## src/rtl/bcd_to_bin.sv

```systemverilog
// 3-digit BCD to 10-bit binary converter using a reverse double-dabble sequencer; BCD_DIGIT_CHECK_EN adds an invalid-digit flag.
// Latency: done pulses in the 11th cycle after an accepted start. No backpressure: start is ignored while busy, and it is accepted in IDLE or DONE.
module bcd_to_bin (
  input  logic       clk,
  input  logic       resetn,
  input  logic       start,
  input  logic [3:0] d2,
  input  logic [3:0] d1,
  input  logic [3:0] d0,
  output logic [9:0] bin,
  output logic       busy,
  output logic       done,
  output logic       err
);

  typedef enum logic [1:0] {IDLE, CONV, DONE} state_t;

  state_t      state_q, state_d;
  logic [11:0] work_q, work_d;
  logic [9:0]  res_q, res_d;
  logic [3:0]  cnt_q, cnt_d;
  logic [9:0]  bin_q, bin_d;
  logic        busy_q, busy_d;
  logic        done_q, done_d;
  logic [21:0] sh;
  logic [11:0] adj;
`ifdef BCD_DIGIT_CHECK_EN
  logic        inv_q, inv_d;
  logic        err_q, err_d;
  logic        bad_in;
`endif

  always_comb begin
    // One right shift of {work,result}, then the inverse of the add-3 correction.
    sh  = {1'b0, work_q, res_q[9:1]};
    adj = sh[21:10];
    for (int i = 0; i < 3; i++) begin
      if (sh[10+4*i +: 4] >= 4'd8) adj[4*i +: 4] = sh[10+4*i +: 4] - 4'd3;
    end

    state_d = state_q;
    work_d  = work_q;
    res_d   = res_q;
    cnt_d   = cnt_q;
    bin_d   = bin_q;
    busy_d  = busy_q;
    done_d  = 1'b0;
`ifdef BCD_DIGIT_CHECK_EN
    bad_in  = (d2 > 4'd9) || (d1 > 4'd9) || (d0 > 4'd9);
    inv_d   = inv_q;
    err_d   = err_q;
`endif

    case (state_q)
      IDLE, DONE: begin
        if (start) begin
          state_d = CONV;
          work_d  = {d2, d1, d0};
          res_d   = 10'd0;
          cnt_d   = 4'd0;
          busy_d  = 1'b1;
`ifdef BCD_DIGIT_CHECK_EN
          inv_d   = bad_in;
`endif
        end else begin
          state_d = IDLE;
          busy_d  = 1'b0;
        end
      end
      CONV: begin
        work_d = adj;
        res_d  = sh[9:0];
        cnt_d  = cnt_q + 4'd1;
        if (cnt_q == 4'd9) begin
          state_d = DONE;
          busy_d  = 1'b0;
          done_d  = 1'b1;
`ifdef BCD_DIGIT_CHECK_EN
          bin_d   = inv_q ? 10'd0 : sh[9:0];
          err_d   = inv_q;
`else
          bin_d   = sh[9:0];
`endif
        end
      end
      default: begin
        state_d = IDLE;
        busy_d  = 1'b0;
      end
    endcase
  end

  always_ff @(posedge clk or negedge resetn) begin
    if (!resetn) begin
      state_q <= IDLE;
      work_q  <= 12'd0;
      res_q   <= 10'd0;
      cnt_q   <= 4'd0;
      bin_q   <= 10'd0;
      busy_q  <= 1'b0;
      done_q  <= 1'b0;
`ifdef BCD_DIGIT_CHECK_EN
      inv_q   <= 1'b0;
      err_q   <= 1'b0;
`endif
    end else begin
      state_q <= state_d;
      work_q  <= work_d;
      res_q   <= res_d;
      cnt_q   <= cnt_d;
      bin_q   <= bin_d;
      busy_q  <= busy_d;
      done_q  <= done_d;
`ifdef BCD_DIGIT_CHECK_EN
      inv_q   <= inv_d;
      err_q   <= err_d;
`endif
    end
  end

  assign bin  = bin_q;
  assign busy = busy_q;
  assign done = done_q;
`ifdef BCD_DIGIT_CHECK_EN
  assign err  = err_q;
`else
  assign err  = 1'b0;
`endif

endmodule

```

## config.mk

```make
export PLATFORM = sky130hd
export DESIGN_NAME = bcd_to_bin
export DESIGN_NICKNAME = d
export VERILOG_FILES = /design/src/rtl/bcd_to_bin.sv
export SDC_FILE = /design/constraint.sdc
export NUM_CORES = 1
export LEC_CHECK = 0
export ABC_AREA = 1
export BUFFER_PORTS_ARGS = -buffer_cell sky130_fd_sc_hd__buf_2
export CAP_MARGIN = 5
export CORE_MARGIN = 10
export CORE_UTILIZATION = 30
export DETAILED_ROUTE_END_ITERATION = 8
export SLEW_MARGIN = 20
export SYNTH_ARGS = -nofsm -noshare
export SYNTH_HDL_FRONTEND = slang
export SYNTH_SLANG_ARGS = --single-unit
export TNS_END_PERCENT = 10
```

## constraint.sdc

```tcl
create_clock -name clk -period 1.2 [get_ports clk]
set_input_delay 0.12 -clock clk [delete_from_list [all_inputs] [get_ports clk]]
set_output_delay 0.12 -clock clk [all_outputs]
set_load 0.01 [all_outputs]
```

Word-level counts from Yosys, hierarchy flattened

Index checks and enable logic that the tools add are counted.
W data, S select, Z words.

Bits in writable memories: 0
Input bits: 15
Register bits: 40
Memories: 0
Bits in latches: 0
ROM bits: 0

Reduce and logical (&&, ||, !) cells: 5
$lt $le $gt $ge: 2
Multiply operators: 0
Bitwise logic cells: 0
Shifts and indexed selects: 0
Equality and inequality tests: 5
Mux-type cells: 16
Divide/modulo/power cells: 0
Add/subtract/negate cells: 3

Operators by type and width:

| kind                  | number |
|---|---|
| $pmux W12 S2          | 1 |
| $pmux W10 S2          | 1 |
| $mux W12              | 1 |
| $mux W4               | 3 |
| $mux W10              | 1 |
| $ge A4 B4 Y1 const B  | 2 |
| $pmux W4 S2           | 1 |
| $sub A4 B2 Y4 const B | 2 |
| $mux W1               | 5 |
| $add A4 B1 Y4 const B | 1 |
| $eq A4 B4 Y1 const B  | 1 |
| $ne A2 B2 Y1 const B  | 2 |
| $pmux W2 S2           | 1 |
| $reduce_and A2 Y1     | 2 |
| $eq A2 B1 Y1 const B  | 1 |
| $eq A2 B2 Y1 const B  | 1 |
| $logic_not A2 Y1      | 1 |
| $mux W2               | 1 |
| $pmux W1 S2           | 1 |
| $reduce_bool A2 Y1    | 1 |
| $reduce_or A2 Y1      | 1 |

Depth between registers and ports, before layout

Gate-level depths: netlist (run 1).

Word-level depth: 4
Gate-level depth with buffers: 7
Mapped depth without buffers: 6

Worst setup path before layout (run 1)

No wires, ideal clock.

Path type: reg2reg
Start: register cnt_q[1]
End: register bin_q[2], in the netlist bin[2]
Path slack: 0.087 ns
Buffers on the path: 1
Data required time: 1.082 ns
Cell stages (with the launch flop): 7
Data arrival time: 0.995 ns
Library setup time: 0.118 ns
Cells stage by stage: dfrtp_1 -> inv_1 -> ha_1 -> nand3_2 -> buf_6 -> nand2_1 -> o21ai_2

Longest elaborated chain between the ends: 2

RTL lines:

| element                            | RTL line | source |
|---|---|---|
| from (decl)                        | 21       | `logic [3:0] cnt_q, cnt_d;` |
| from (signal assigned)             | 110      | `cnt_q <= cnt_d;` |
| $eq A4 B4 Y1                       | 74       | `if (cnt_q == 4'd9) begin` |
| $reduce_and A2 Y1 (no source line) | --       |  |
| to (signal assigned)               | 111      | `bin_q <= bin_d;` |
| to (decl)                          | 22       | `logic [9:0] bin_q, bin_d;` |

Every way passes these cells.
A chain may end at the register's enable or synchronous reset.

Final worst setup path (run 1)

Start: register work_q[1]
End: register work_q[1]

Longest elaborated chain between the ends: 3
Elaborated cells between the ends (all ways): 4

RTL lines:

| element                                              | RTL line | source |
|---|---|---|
| from (decl)                                          | 19       | `logic [11:0] work_q, work_d;` |
| from (signal assigned)                               | 108      | `work_q <= work_d;` |
| $sub A4 B2 Y4 / $ge A4 B4 Y1 (equally long branches) | 38       | `if (sh[10+4*i +: 4] >= 4'd8) adj[4*i +: 4] = sh[10+4*i +: 4] - 4'd3;` |
| $mux W4 (*)                                          | 38       |  |
| $pmux W12 S2 (*)                                     | 54       | `case (state_q)` |

Every way passes the cells marked *; elsewhere a longest branch is shown, timed or not.

==> impl_results.html, run 1 <==
<table>
<tr><th>Metric</th><th>Value</th></tr>
<tr><th colspan="2">Power</th></tr>
<tr><td>Final Total Pwr</td><td>5960 uW</td></tr>
<tr><td>Part of the power in the clock network</td><td>18.1%</td></tr>
<tr><td>Max VDD drop</td><td>0.000874 V</td></tr>
<tr><td>P_sw</td><td>2340 uW</td></tr>
<tr><td>Flop pwr share</td><td>37.8%</td></tr>
<tr><td>Total power density per cell area</td><td>2660 mW/mm^2</td></tr>
<tr><td>Pleak</td><td>0.00118 uW</td></tr>
<tr><td>Switching power share of the total</td><td>39.2%</td></tr>
<tr><td>Internal portion of total power</td><td>3630 uW</td></tr>
<tr><td>Power share of the combinational group</td><td>44.0%</td></tr>
<tr><th colspan="2">Die</th></tr>
<tr><td># IOs</td><td>28</td></tr>
<tr><td>Starting Density</td><td>30.9%</td></tr>
<tr><td>Vertical extent of the die</td><td>97.8 um</td></tr>
<tr><td>Core outline area</td><td>0.00589 mm^2</td></tr>
<tr><td>Total die area</td><td>0.00957 mm^2</td></tr>
<tr><td>Count of standard-cell rows</td><td>28</td></tr>
<tr><td>Width of the die</td><td>97.8 um</td></tr>
<tr><th colspan="2">Outcome</th></tr>
<tr><td>Result of the run</td><td>completed</td></tr>
<tr><th colspan="2">Clocking</th></tr>
<tr><td>Buffers inserted during post-CTS setup optimization</td><td>0</td></tr>
<tr><td>Worst-skew pair later-pin latency</td><td>290 ps</td></tr>
<tr><td>Clock Sink Count</td><td>39</td></tr>
<tr><td>Maximum number of buffers from clock root to sink</td><td>2</td></tr>
<tr><td>Reg clk slew, reported paths</td><td>80 ps</td></tr>
<tr><td>TritonCTS buffer count</td><td>5</td></tr>
<tr><td>Clock root cell</td><td>sky130_fd_sc_hd__clkbuf_8</td></tr>
<tr><td>CTS tree</td><td>done</td></tr>
<tr><td>Level count of the clock H-tree</td><td>2</td></tr>
<tr><th colspan="2">Final layout</th></tr>
<tr><td>Share of cells above drive strength 1</td><td>27.6%</td></tr>
<tr><td>Fill count</td><td>615</td></tr>
<tr><td>Number of inserted diodes</td><td>0</td></tr>
<tr><td>Final Core Density</td><td>38.1%</td></tr>
<tr><td>Final standard cell area without fillers</td><td>0.00224 mm^2</td></tr>
<tr><td>Number of nets in the layout</td><td>263</td></tr>
<tr><td>Synth-to-Final Area Change</td><td>23.5%</td></tr>
<tr><th colspan="2">Drt</th></tr>
<tr><td>Post-route ant nets</td><td>0</td></tr>
<tr><td>Vias per std cell</td><td>4.30</td></tr>
<tr><td>Starting DRT DRC Count</td><td>112</td></tr>
<tr><td>First-pass iteration count of the detailed router</td><td>4</td></tr>
<tr><td>Via Count</td><td>1366</td></tr>
<tr><td>Average detailed-routed wire length per instance</td><td>11.5 um</td></tr>
<tr><td>Post-route DRC violation count</td><td>0</td></tr>
<tr><td>Sum of routed wire length over all layers</td><td>3670 um</td></tr>
<tr><th colspan="2">Timing</th></tr>
<tr><td>RSZ-0062 raised after global routing</td><td>true</td></tr>
<tr><td>Final-report max-slew violation count</td><td>0</td></tr>
<tr><td>Worst setup slack after layout</td><td>74.9 ps</td></tr>
<tr><td>Largest clock skew in the final design</td><td>9.48 ps</td></tr>
<tr><td>Final setup TNS</td><td>0 ps</td></tr>
<tr><td>Setup-violating endpoint count in the final report</td><td>0</td></tr>
<tr><td>Maximum frequency from static timing analysis</td><td>0.889 GHz</td></tr>
<tr><td>Final Hold Viols</td><td>0</td></tr>
<tr><td>Post-layout min period</td><td>1130 ps</td></tr>
<tr><td>Post-route fraction of the period consumed by the critical path</td><td>93.8%</td></tr>
<tr><th colspan="2">Logic synthesis</th></tr>
<tr><td>Largest area contributor in the synthesized netlist</td><td>sky130_fd_sc_hd__dfrtp_1</td></tr>
<tr><td>Count of warnings emitted by yosys</td><td>0</td></tr>
<tr><td>Count of mapped cells out of synthesis</td><td>203</td></tr>
<tr><td>Ys async rst share</td><td>100%</td></tr>
<tr><td>Most used DFF post-synth</td><td>sky130_fd_sc_hd__dfrtp_1</td></tr>
<tr><td>Cell types with the largest area share after synthesis</td><td>sky130_fd_sc_hd__dfrtp_1, sky130_fd_sc_hd__nand2_1, sky130_fd_sc_hd__inv_1</td></tr>
<tr><td>Post-synth EDFFs</td><td>0</td></tr>
<tr><td>Mapped Nets</td><td>224</td></tr>
<tr><td>Post-synthesis instance area</td><td>0.00182 mm^2</td></tr>
<tr><td>Leading post-synthesis cells by instance count</td><td>sky130_fd_sc_hd__nand2_1, sky130_fd_sc_hd__dfrtp_1, sky130_fd_sc_hd__inv_1, sky130_fd_sc_hd__nand3_1</td></tr>
<tr><td>Cell variety after synth</td><td>23</td></tr>
<tr><td>Area share of the leading cell type in the synthesized netlist</td><td>53.7%</td></tr>
<tr><td>Dominant cell by count in the synthesized netlist</td><td>sky130_fd_sc_hd__nand2_1</td></tr>
<tr><td>Post-Syn Area per Cell</td><td>8.96 um^2</td></tr>
<tr><td>Number of synthesized register bits</td><td>39</td></tr>
<tr><td>Register area share after synthesis</td><td>53.7%</td></tr>
<tr><th colspan="2">Flow run</th></tr>
<tr><td># Max-Cap Violations</td><td>0</td></tr>
<tr><th colspan="2">Critical path</th></tr>
<tr><td>Type of the setup path with the least slack</td><td>flop to flop</td></tr>
<tr><td>Arrival time of data at the critical path endpoint</td><td>1350 ps</td></tr>
<tr><td>Required time at the worst-slack endpoint</td><td>1420 ps</td></tr>
<tr><td>Critical path startpoint category</td><td>flop</td></tr>
<tr><td>Biggest fanout along the worst timing path</td><td>5</td></tr>
<tr><td>Critical path capture point type</td><td>flop</td></tr>
<tr><th colspan="2">Global route</th></tr>
<tr><td>Global-route wire length before repair</td><td>6400 um</td></tr>
<tr><td>Number of antenna violations at the first check in global routing</td><td>0</td></tr>
<tr><td>Via count of the first global-routing pass</td><td>1321</td></tr>
<tr><td>Gr usage total</td><td>8.07%</td></tr>
<tr><td>Residual overflow from global routing</td><td>0</td></tr>
<tr><td>Maximum number of pins on one net before global-route repair</td><td>40</td></tr>
<tr><th colspan="2">Placement</th></tr>
<tr><td>Estimated wirelength of the detail-placed design</td><td>2740 um</td></tr>
<tr><td>Input/output buffers</td><td>26</td></tr>
<tr><td>Post-DP Area</td><td>0.00210 mm^2</td></tr>
<tr><td>Placer's final routability congestion estimate</td><td>0.791</td></tr>
<tr><td>Worst slack, placed</td><td>70.9 ps</td></tr>
<tr><th colspan="2">Min path</th></tr>
<tr><td>Worst hold path type</td><td>primary input to flop</td></tr>
</table>
==> power by group through the flow <==
stage	clock network (uW)	logic (uW)	registers [uW]
final	1080	2630	2260
after detailed placement	0	2590	2270
after floorplan	0	1720	2320
after global placement	0	2540	2270
after CTS	1130	2600	2250
after global routing	1200	3040	2350
==> per-layer routing <==
layer	wire length, um	track usage [%]
met2	1820	13.0
met4	78	4.03
met1	1660	9.34
met5	0	0
met3	117	2.68
==> what timing repair did <==
action | CTS | global route
hold endpoints to repair | 39 | 0
gates resized for setup | 0 | 7
endpoints found under the setup margin | 0 | 17
hold buffers | 1 | 0
==> worst paths after layout <==
kind,from,to,slack (ps),cells after the start
setup / recovery,work_q[1],work_q[1],70,6
hold / removal,d2[3],work_q[11],30,3
setup reg to reg,work_q[1],work_q[1],70,6
hold reg to reg,work_q[11],work_q[11],470,2
max in group asynchronous,resetn,work_q[5],670,3
min in group asynchronous,resetn,work_q[6],320,3
==> worst max-delay path, cell delays in order (launching register included) <==
cell                      delay (ps)
sky130_fd_sc_hd__dfrtp_1         420
sky130_fd_sc_hd__inv_1            80
sky130_fd_sc_hd__ha_1            280
sky130_fd_sc_hd__nand2_1          50
sky130_fd_sc_hd__nand2_1          60
sky130_fd_sc_hd__nand2_1          50
sky130_fd_sc_hd__a21oi_1         120
==> flip-flops by register name, summed over array words and instances, names as in the netlist <==
name / cells
bin: 10
cnt_q: 4
done: 1
work_q: 12
busy: 1
res_q: 9
state_q: 2
==> cells by family after synthesis <==
logic type / after synthesis / share of synthesized area (%)
adders and majority gates: 6 / 4.13
AOI/OAI and AO/OA: 28 / 10.7
DFF: 39 / 53.7
buffers and inverters: 34 / 8.81
and+or+nand+nor: 95 / 22.4
other: 1 / 0.206
==> layout by cell type (no fill, tap or decap), drive strengths merged <==
cell | Yosys | layout
inv | 27 | 27
nand3b | 2 | 2
dfrtp | 39 | 39
conb | 1 | 1
a21oi | 4 | 4
o21bai | 2 | 2
o21ai | 12 | 12
nand3 | 15 | 15
nor3 | 2 | 2
o22ai | 10 | 10
nand4 | 1 | 1
buf | 7 | 38
clkinv | 0 | 2
dlygate4sd3 | 0 | 1
ha | 6 | 6
bufinv | 0 | 1
nand2 | 64 | 64
nor2 | 11 | 11
clkbuf | 0 | 5
==> through the flow <==
stage / hold slack [ps] / instances
2_1_floorplan: -176 / 203
3_3_place_gp: 105 / 309
3_5_place_dp: 103 / 309
4_1_cts: 30.5 / 318
5_1_grt: 41.8 / 318
6_report: 34.1 / 318
==> final cells by class <==
type | instances | area (um^2) | share of cell area, %
clock buffer | 5 | 68.8 | 3.07
clock inverter | 3 | 43.8 | 1.95
inverter | 27 | 104 | 4.63
multi-input combinational | 130 | 698 | 31.1
sequential | 39 | 977 | 43.5
tap | 75 | 93.8 | 4.18
timing repair buffer | 39 | 259 | 11.5
(Power assumes the default switching activity.)
==> run 2, diff against run 1 <==
CELL_PAD_IN_SITES_DETAIL_PLACEMENT = 0   (was not set)
CELL_PAD_IN_SITES_GLOBAL_PLACEMENT = 1   (was not set)
PLACE_DENSITY_LB_ADDON = 0.1   (was not set)
==> run 2 against run 1 <==
Effect of this change:
- die area unchanged
- power down 1.8%
- final cell count grew 0.63%
- combinational power increased by 3%
- sequential share of layout area unchanged
- largest cell class unchanged
==> impl_results.html, run 2 (same netlist as run 1, synthesis figures left out) <==
<table>
<tr><th>Metric</th><th>Value</th></tr>
<tr><th colspan="2">Drt</th></tr>
<tr><td>Average detailed-routed wire length per instance</td><td>12.6 um (was 11.5 um)</td></tr>
<tr><td>Starting DRT DRC Count</td><td>76 (was 112)</td></tr>
<tr><td>Via Count</td><td>1395 (was 1366)</td></tr>
<tr><td>Vias per std cell</td><td>4.36 (was 4.30)</td></tr>
<tr><td>Post-route DRC violation count</td><td>0 (unchanged)</td></tr>
<tr><td>Sum of routed wire length over all layers</td><td>4040 um (was 3670 um)</td></tr>
<tr><td>First-pass iteration count of the detailed router</td><td>4 (unchanged)</td></tr>
<tr><td>Post-route ant nets</td><td>0 (unchanged)</td></tr>
<tr><th colspan="2">Placement</th></tr>
<tr><td>Placer's final routability congestion estimate</td><td>0.734 (was 0.791)</td></tr>
<tr><td>Placed Instances</td><td>311 (was 309)</td></tr>
<tr><td>Input/output buffers</td><td>26 (unchanged)</td></tr>
<tr><td>Post-DP Area</td><td>0.00214 mm^2 (was 0.00210 mm^2)</td></tr>
<tr><td>Estimated wirelength of the detail-placed design</td><td>2910 um (was 2740 um)</td></tr>
<tr><th colspan="2">Global route</th></tr>
<tr><td>Via count of the first global-routing pass</td><td>1362 (was 1321)</td></tr>
<tr><td>Residual overflow from global routing</td><td>0 (unchanged)</td></tr>
<tr><td>Global-route wire length before repair</td><td>6920 um (was 6400 um)</td></tr>
<tr><td>Number of antenna violations at the first check in global routing</td><td>0 (unchanged)</td></tr>
<tr><td>Gr usage total</td><td>8.70% (was 8.07%)</td></tr>
<tr><td>Maximum number of pins on one net before global-route repair</td><td>26 (was 40)</td></tr>
<tr><th colspan="2">Clocking</th></tr>
<tr><td>Clock Sink Count</td><td>39 (unchanged)</td></tr>
<tr><td>Worst-skew pair later-pin latency</td><td>290 ps (about the same)</td></tr>
<tr><td>Buffers inserted during post-CTS setup optimization</td><td>0 (unchanged)</td></tr>
<tr><td>Maximum number of buffers from clock root to sink</td><td>2 (unchanged)</td></tr>
<tr><td>Level count of the clock H-tree</td><td>2 (unchanged)</td></tr>
<tr><td>TritonCTS buffer count</td><td>5 (unchanged)</td></tr>
<tr><td>CTS tree</td><td>done (unchanged)</td></tr>
<tr><td>Clock root cell</td><td>sky130_fd_sc_hd__clkbuf_8 (unchanged)</td></tr>
<tr><td>Reg clk slew, reported paths</td><td>80 ps (about the same)</td></tr>
<tr><th colspan="2">Power</th></tr>
<tr><td>Pleak</td><td>0.00118 uW (about the same)</td></tr>
<tr><td>Max VDD drop</td><td>0.000749 V (was 0.000874 V)</td></tr>
<tr><td>Final Total Pwr</td><td>5860 uW (was 5960 uW)</td></tr>
<tr><td>Total power density per cell area</td><td>2610 mW/mm^2 (was 2660 mW/mm^2)</td></tr>
<tr><th colspan="2">Final layout</th></tr>
<tr><td>Commonest non-fill, non-tap cell in the layout</td><td>sky130_fd_sc_hd__nand2_1 (unchanged)</td></tr>
<tr><td>Register with the most flip-flops</td><td>work_q (unchanged)</td></tr>
<tr><td>Leading cell types in the layout, fill and taps excluded</td><td>sky130_fd_sc_hd__nand2_1, sky130_fd_sc_hd__dfrtp_1, sky130_fd_sc_hd__buf_2, sky130_fd_sc_hd__inv_1, sky130_fd_sc_hd__nand3_1 (unchanged)</td></tr>
<tr><td>Synth-to-Final Area Change</td><td>23.5% (unchanged)</td></tr>
<tr><td>Share of cells above drive strength 1</td><td>29.0% (was 27.6%)</td></tr>
<tr><td>Number of inserted diodes</td><td>0 (unchanged)</td></tr>
<tr><td>Final Core Density</td><td>38.1% (unchanged)</td></tr>
<tr><td>Max reg flops</td><td>12 (unchanged)</td></tr>
<tr><td>Final standard cell count with taps included and fillers excluded</td><td>320 (was 318)</td></tr>
<tr><td>Number of nets in the layout</td><td>265 (was 263)</td></tr>
<tr><td>Final standard cell area without fillers</td><td>0.00224 mm^2 (unchanged)</td></tr>
<tr><th colspan="2">Timing</th></tr>
<tr><td>Final-report max-slew violation count</td><td>0 (unchanged)</td></tr>
<tr><td>Largest clock skew in the final design</td><td>9.32 ps (was 9.48 ps)</td></tr>
<tr><td>Post-route fraction of the period consumed by the critical path</td><td>94.1% (was 93.8%)</td></tr>
<tr><td>Maximum frequency from static timing analysis</td><td>0.886 GHz (was 0.889 GHz)</td></tr>
<tr><td>Final Hold Viols</td><td>0 (unchanged)</td></tr>
<tr><td>Post-layout min period</td><td>1130 ps (about the same)</td></tr>
<tr><td>Setup-violating endpoint count in the final report</td><td>0 (unchanged)</td></tr>
<tr><td>Final setup TNS</td><td>0 ps (unchanged)</td></tr>
<tr><td>RSZ-0062 raised after global routing</td><td>true (unchanged)</td></tr>
<tr><th colspan="2">Flow run</th></tr>
<tr><td># Max-Cap Violations</td><td>0 (unchanged)</td></tr>
<tr><th colspan="2">Min path</th></tr>
<tr><td>Worst hold path type</td><td>primary input to flop (unchanged)</td></tr>
<tr><th colspan="2">Critical path</th></tr>
<tr><td>Critical path startpoint category</td><td>flop (unchanged)</td></tr>
<tr><td>Arrival time of data at the critical path endpoint</td><td>1310 ps (was 1350 ps)</td></tr>
<tr><td>Cell-by-cell listing of the critical path</td><td>inv_2 &gt; ha_2 &gt; nand3_2 &gt; buf_12 &gt; nand2_1 &gt; o21ai_2 (was inv_1 &gt; ha_1 &gt; nand2_1 &gt; nand2_1 &gt; nand2_1 &gt; a21oi_1)</td></tr>
<tr><td>Required time at the worst-slack endpoint</td><td>1380 ps (was 1420 ps)</td></tr>
<tr><td>Critical path capture point type</td><td>flop (unchanged)</td></tr>
<tr><td>CP max stage delay</td><td>390 ps (was 420 ps)</td></tr>
<tr><td>Slowest cell on crit path</td><td>sky130_fd_sc_hd__dfrtp_1 (unchanged)</td></tr>
<tr><td>Worst-case register-to-register setup slack</td><td>70 ps (about the same)</td></tr>
<tr><td>Type of the setup path with the least slack</td><td>flop to flop (unchanged)</td></tr>
<tr><td>Biggest fanout along the worst timing path</td><td>22 (was 5)</td></tr>
<tr><th colspan="2">Outcome</th></tr>
<tr><td>Result of the run</td><td>completed (unchanged)</td></tr>
<tr><th colspan="2">Die</th></tr>
<tr><td>Count of standard-cell rows</td><td>28 (unchanged)</td></tr>
<tr><td>Width of the die</td><td>97.8 um (unchanged)</td></tr>
<tr><td># IOs</td><td>28 (unchanged)</td></tr>
<tr><td>Core outline area</td><td>0.00589 mm^2 (unchanged)</td></tr>
<tr><td>Starting Density</td><td>30.9% (unchanged)</td></tr>
<tr><td>Vertical extent of the die</td><td>97.8 um (unchanged)</td></tr>
<tr><td>Total die area</td><td>0.00957 mm^2 (unchanged)</td></tr>
</table>
==> run 2: routing by layer <==
| layer | vias to the layer above | global-route usage [%] | share of wire [%] |
|---|---|---|---|
| met5 | - | 0 | 0 |
| met4 | 0 | 2.68 | 0.89 |
| met3 | 4 | 3.24 | 4.6 |
| met2 | 17 | 12.7 | 44 |
| met1 | 649 | 11.6 | 50 |
| li1 | 725 | - | - |
==> run 2: path summary, 6_finish.rpt <==
path                              endpoint  depth (start not counted)        from
worst max-delay path                bin[3]                          6    cnt_q[1]
worst min-delay path            work_q[11]                          3       d2[3]
worst max register to register      bin[3]                          6    cnt_q[1]
worst min register to register  work_q[11]                          2  work_q[11]
max in group asynchronous        work_q[5]                          3      resetn
min in group asynchronous           bin[8]                          2      resetn
==> run 2: what timing repair did <==
action	CTS	global route
endpoints found under the setup margin	0	12
resized for setup	0	7
endpoints found under the hold margin	14	0
hold buffers	1	0
==> run 2: power by group <==
group,internal [uW],switching (uW),total [uW]
clock network,407,472,878
logic,1170,1540,2720
registers,1900,365,2270
==> run 2: through the flow <==
step | hold WS, ps | setup WS [ps]
final | 27.9 | 71.1
after global placement | 72.5 | 55.0
after CTS | 16.7 | 41.8
after floorplan | -176 | 87.2
after detailed placement | 83.4 | 50.5
after global routing | 43.9 | -8.41
==> run 2: layout make-up <==
cell class | instances | area [um^2]
clock inverter | 2 | 12.5
multi-input combinational | 130 | 692
fill | 617 | 3640
timing repair buffer | 41 | 295
tap | 75 | 93.8
sequential | 39 | 977
clock buffer | 6 | 72.6
inverter | 27 | 101
==> run 2: critical path, delay by kind of cell (launching register included) <==
kind / cells / cell delay (ps)
AOI/OAI and AO/OA: 1 / 50
adders and majority gates: 1 / 180
buffers and inverters: 2 / 230
DFF: 1 / 390
and+or+nand+nor: 2 / 160
==> run 3, diff against run 2 <==
RECOVER_POWER = 50   (was not set)
clock period = 1.45 ns   (was 1.2 ns; I/O delays follow)
==> run 3 against run 2 <==
Effect of this change:
- power is 17% lower
- final area is 2.0% lower
- worst hold slack better by 29 ps
- sequential power is 18% lower
- clock-buffer cell count stayed put
- sequential share of layout area is 0.81 points higher
- final cell count is 1.9% lower
==> impl_results.html, run 3 (same netlist as run 1, synthesis figures left out) <==
<table>
<tr><th>Metric</th><th>Value</th></tr>
<tr><th colspan="2">Drt</th></tr>
<tr><td>Sum of met3 wire segment lengths after detailed routing</td><td>206 um (was 185 um)</td></tr>
<tr><td>Average detailed-routed wire length per instance</td><td>12.5 um (was 12.6 um)</td></tr>
<tr><td>Starting DRT DRC Count</td><td>62 (was 76)</td></tr>
<tr><td>Sum of routed wire length over all layers</td><td>3910 um (was 4040 um)</td></tr>
<tr><td>Vias per std cell</td><td>4.35 (was 4.36)</td></tr>
<tr><td>Met1 layer wirelength in the final routing</td><td>1870 um (was 2030 um)</td></tr>
<tr><td>Top sig layer</td><td>met4 (unchanged)</td></tr>
<tr><td>Post-route ant nets</td><td>0 (unchanged)</td></tr>
<tr><td>Via Count</td><td>1365 (was 1395)</td></tr>
<tr><td>Met2 routed wirelength</td><td>1780 um (was 1790 um)</td></tr>
<tr><td>First-pass iteration count of the detailed router</td><td>4 (unchanged)</td></tr>
<tr><td>Post-route DRC violation count</td><td>0 (unchanged)</td></tr>
<tr><th colspan="2">Clocking</th></tr>
<tr><td>Buffers inserted during post-CTS setup optimization</td><td>0 (unchanged)</td></tr>
<tr><td>Worst-skew pair later-pin latency</td><td>290 ps (about the same)</td></tr>
<tr><td>TritonCTS buffer count</td><td>5 (unchanged)</td></tr>
<tr><td>Level count of the clock H-tree</td><td>2 (unchanged)</td></tr>
<tr><td>CTS tree</td><td>done (unchanged)</td></tr>
<tr><td>Reg clk slew, reported paths</td><td>80 ps (about the same)</td></tr>
<tr><td>Maximum number of buffers from clock root to sink</td><td>2 (unchanged)</td></tr>
<tr><td>Clock Sink Count</td><td>39 (unchanged)</td></tr>
<tr><td>Clock root cell</td><td>sky130_fd_sc_hd__clkbuf_8 (unchanged)</td></tr>
<tr><th colspan="2">Power</th></tr>
<tr><td>Part of the power in the clock network</td><td>19.3% (was 15.0%)</td></tr>
<tr><td>Power share of the combinational group</td><td>42.3% (was 46.3%)</td></tr>
<tr><td>Max VDD drop</td><td>0.000805 V (was 0.000749 V)</td></tr>
<tr><td>Internal portion of total power</td><td>2970 uW (was 3480 uW)</td></tr>
<tr><td>Switching power share of the total</td><td>39.3% (was 40.6%)</td></tr>
<tr><td>Flop pwr share</td><td>38.4% (was 38.7%)</td></tr>
<tr><td>P_sw</td><td>1920 uW (was 2380 uW)</td></tr>
<tr><td>Total power density per cell area</td><td>2220 mW/mm^2 (was 2610 mW/mm^2)</td></tr>
<tr><td>Pleak</td><td>0.00115 uW (was 0.00118 uW)</td></tr>
<tr><th colspan="2">Global route</th></tr>
<tr><td>Number of antenna violations at the first check in global routing</td><td>0 (unchanged)</td></tr>
<tr><td>Global-route wire length before repair</td><td>6620 um (was 6920 um)</td></tr>
<tr><td>Gr usage total</td><td>8.46% (was 8.70%)</td></tr>
<tr><td>Residual overflow from global routing</td><td>0 (unchanged)</td></tr>
<tr><td>Maximum number of pins on one net before global-route repair</td><td>25 (was 26)</td></tr>
<tr><td>Via count of the first global-routing pass</td><td>1370 (was 1362)</td></tr>
<tr><th colspan="2">Timing</th></tr>
<tr><td>Maximum frequency from static timing analysis</td><td>0.836 GHz (was 0.886 GHz)</td></tr>
<tr><td>Final-report max-slew violation count</td><td>0 (unchanged)</td></tr>
<tr><td>Final setup TNS</td><td>0 ps (unchanged)</td></tr>
<tr><td>Largest clock skew in the final design</td><td>5.62 ps (was 9.32 ps)</td></tr>
<tr><td>Setup-violating endpoint count in the final report</td><td>0 (unchanged)</td></tr>
<tr><td>Post-route fraction of the period consumed by the critical path</td><td>82.5% (was 94.1%)</td></tr>
<tr><td>Final Hold Viols</td><td>0 (unchanged)</td></tr>
<tr><td>Post-layout min period</td><td>1200 ps (was 1130 ps)</td></tr>
<tr><td>RSZ-0062 raised after global routing</td><td>false (was true)</td></tr>
<tr><th colspan="2">Placement</th></tr>
<tr><td>Estimated wirelength of the detail-placed design</td><td>2850 um (was 2910 um)</td></tr>
<tr><td>Placer's final routability congestion estimate</td><td>0.734 (unchanged)</td></tr>
<tr><td>Input/output buffers</td><td>26 (unchanged)</td></tr>
<tr><th colspan="2">Final layout</th></tr>
<tr><td>Synth-to-Final Area Change</td><td>21.1% (was 23.5%)</td></tr>
<tr><td>Number of inserted diodes</td><td>0 (unchanged)</td></tr>
<tr><td>Final Core Density</td><td>37.4% (was 38.1%)</td></tr>
<tr><td>Fill count</td><td>634 (was 617)</td></tr>
<tr><td>Register with the most flip-flops</td><td>work_q (unchanged)</td></tr>
<tr><td>Max reg flops</td><td>12 (unchanged)</td></tr>
<tr><td>Share of cells above drive strength 1</td><td>22.2% (was 29.0%)</td></tr>
<tr><td>Commonest non-fill, non-tap cell in the layout</td><td>sky130_fd_sc_hd__nand2_1 (unchanged)</td></tr>
<tr><td>Leading cell types in the layout, fill and taps excluded</td><td>sky130_fd_sc_hd__nand2_1, sky130_fd_sc_hd__dfrtp_1, sky130_fd_sc_hd__inv_1, sky130_fd_sc_hd__buf_2, sky130_fd_sc_hd__nand3_1 (was sky130_fd_sc_hd__nand2_1, sky130_fd_sc_hd__dfrtp_1, sky130_fd_sc_hd__buf_2, sky130_fd_sc_hd__inv_1, sky130_fd_sc_hd__nand3_1)</td></tr>
<tr><td>Number of nets in the layout</td><td>259 (was 265)</td></tr>
<tr><th colspan="2">Die</th></tr>
<tr><td>Count of standard-cell rows</td><td>28 (unchanged)</td></tr>
<tr><td>Core outline area</td><td>0.00589 mm^2 (unchanged)</td></tr>
<tr><td>Starting Density</td><td>30.9% (unchanged)</td></tr>
<tr><td>Width of the die</td><td>97.8 um (unchanged)</td></tr>
<tr><td># IOs</td><td>28 (unchanged)</td></tr>
<tr><td>Total die area</td><td>0.00957 mm^2 (unchanged)</td></tr>
<tr><td>Vertical extent of the die</td><td>97.8 um (unchanged)</td></tr>
<tr><th colspan="2">Flow run</th></tr>
<tr><td># Max-Cap Violations</td><td>0 (unchanged)</td></tr>
<tr><th colspan="2">Critical path</th></tr>
<tr><td>Type of the setup path with the least slack</td><td>flop to flop (unchanged)</td></tr>
<tr><td>Slowest cell on crit path</td><td>sky130_fd_sc_hd__dfrtp_1 (unchanged)</td></tr>
<tr><td>Biggest fanout along the worst timing path</td><td>22 (unchanged)</td></tr>
<tr><td>Critical path startpoint category</td><td>flop (unchanged)</td></tr>
<tr><td>Cell-by-cell listing of the critical path</td><td>inv_1 &gt; ha_1 &gt; nand3_2 &gt; buf_12 &gt; nand2_1 &gt; o21ai_2 (was inv_2 &gt; ha_2 &gt; nand3_2 &gt; buf_12 &gt; nand2_1 &gt; o21ai_2)</td></tr>
<tr><td>Critical path capture point type</td><td>flop (unchanged)</td></tr>
<tr><td>Arrival time of data at the critical path endpoint</td><td>1380 ps (was 1310 ps)</td></tr>
<tr><td>Required time at the worst-slack endpoint</td><td>1640 ps (was 1380 ps)</td></tr>
<tr><td>CP max stage delay</td><td>420 ps (was 390 ps)</td></tr>
<tr><th colspan="2">Outcome</th></tr>
<tr><td>Result of the run</td><td>completed (unchanged)</td></tr>
<tr><th colspan="2">Min path</th></tr>
<tr><td>Worst hold path type</td><td>primary input to flop (unchanged)</td></tr>
</table>
[run 3: area by class of cell]
| class | count | area (um^2) | share of cell area [%] |
|---|---|---|---|
| Sequential cell | 39 | 976 | 44.3 |
| Multi-Input combinational cell | 130 | 682 | 31.0 |
| Timing Repair Buffer | 35 | 230 | 10.5 |
| Inverter | 27 | 101 | 4.60 |
| Tap cell | 75 | 93.8 | 4.26 |
| Clock buffer | 6 | 82.6 | 3.75 |
| Clock inverter | 2 | 35.0 | 1.59 |
[run 3: power groups by stage]
| stage | Sequential (uW) | Combinational (uW) | Clock, uW |
|---|---|---|---|
| 2_1_floorplan | 1920 | 1420 | 0 |
| 3_3_place_gp | 1910 | 2130 | 0 |
| 3_5_place_dp | 1900 | 2150 | 0 |
| 4_1_cts | 1880 | 2160 | 982 |
| 5_1_grt | 1940 | 2400 | 1050 |
| 6_report | 1870 | 2070 | 942 |
[run 3: metal layers]
layer,vias up,GRT usage (%)
met5,-,0
met4,0,4.03
met3,5,2.89
met2,20,12.6
met1,633,10.7
li1,707,-
[run 3: worst max-delay path: cells and delay by family, from the launching register on]
kind	cells	cell delay [ps]
flops	1	420
buf+inv	2	260
fa+ha+maj	1	180
simple gates	2	180
compound gates	1	50
[run 3: final timing paths]
check                            from    endpoint  slack (ps)  cells past startpoint
max                          cnt_q[1]      bin[6]         250                      6
min                             d2[3]  work_q[11]          60                      3
max reg2reg                  cnt_q[1]      bin[6]         250                      6
min reg2reg                work_q[11]  work_q[11]         470                      2
max in group asynchronous      resetn    res_q[4]         680                      3
min in group asynchronous      resetn   work_q[2]         310                      2
[run 3: through the flow]
stage	power, uW	setup WS (ps)	cells	hold slack (ps)	area [um^2]
finish	4880	253	314	57.1	2200
global route	5380	151	314	67.0	2200
CTS	5020	241	314	51.1	2210
detailed placement	4050	255	305	102	2080
global placement	4040	269	305	101	2080
floorplan	3340	337	203	-151	1820
[run 3: repair_timing]
| item | in CTS | in global routing |
|---|---|---|
| hold buffers | 1 | 0 |
| gates resized for setup | 0 | 0 |
| hold endpoints to repair | 15 | 0 |
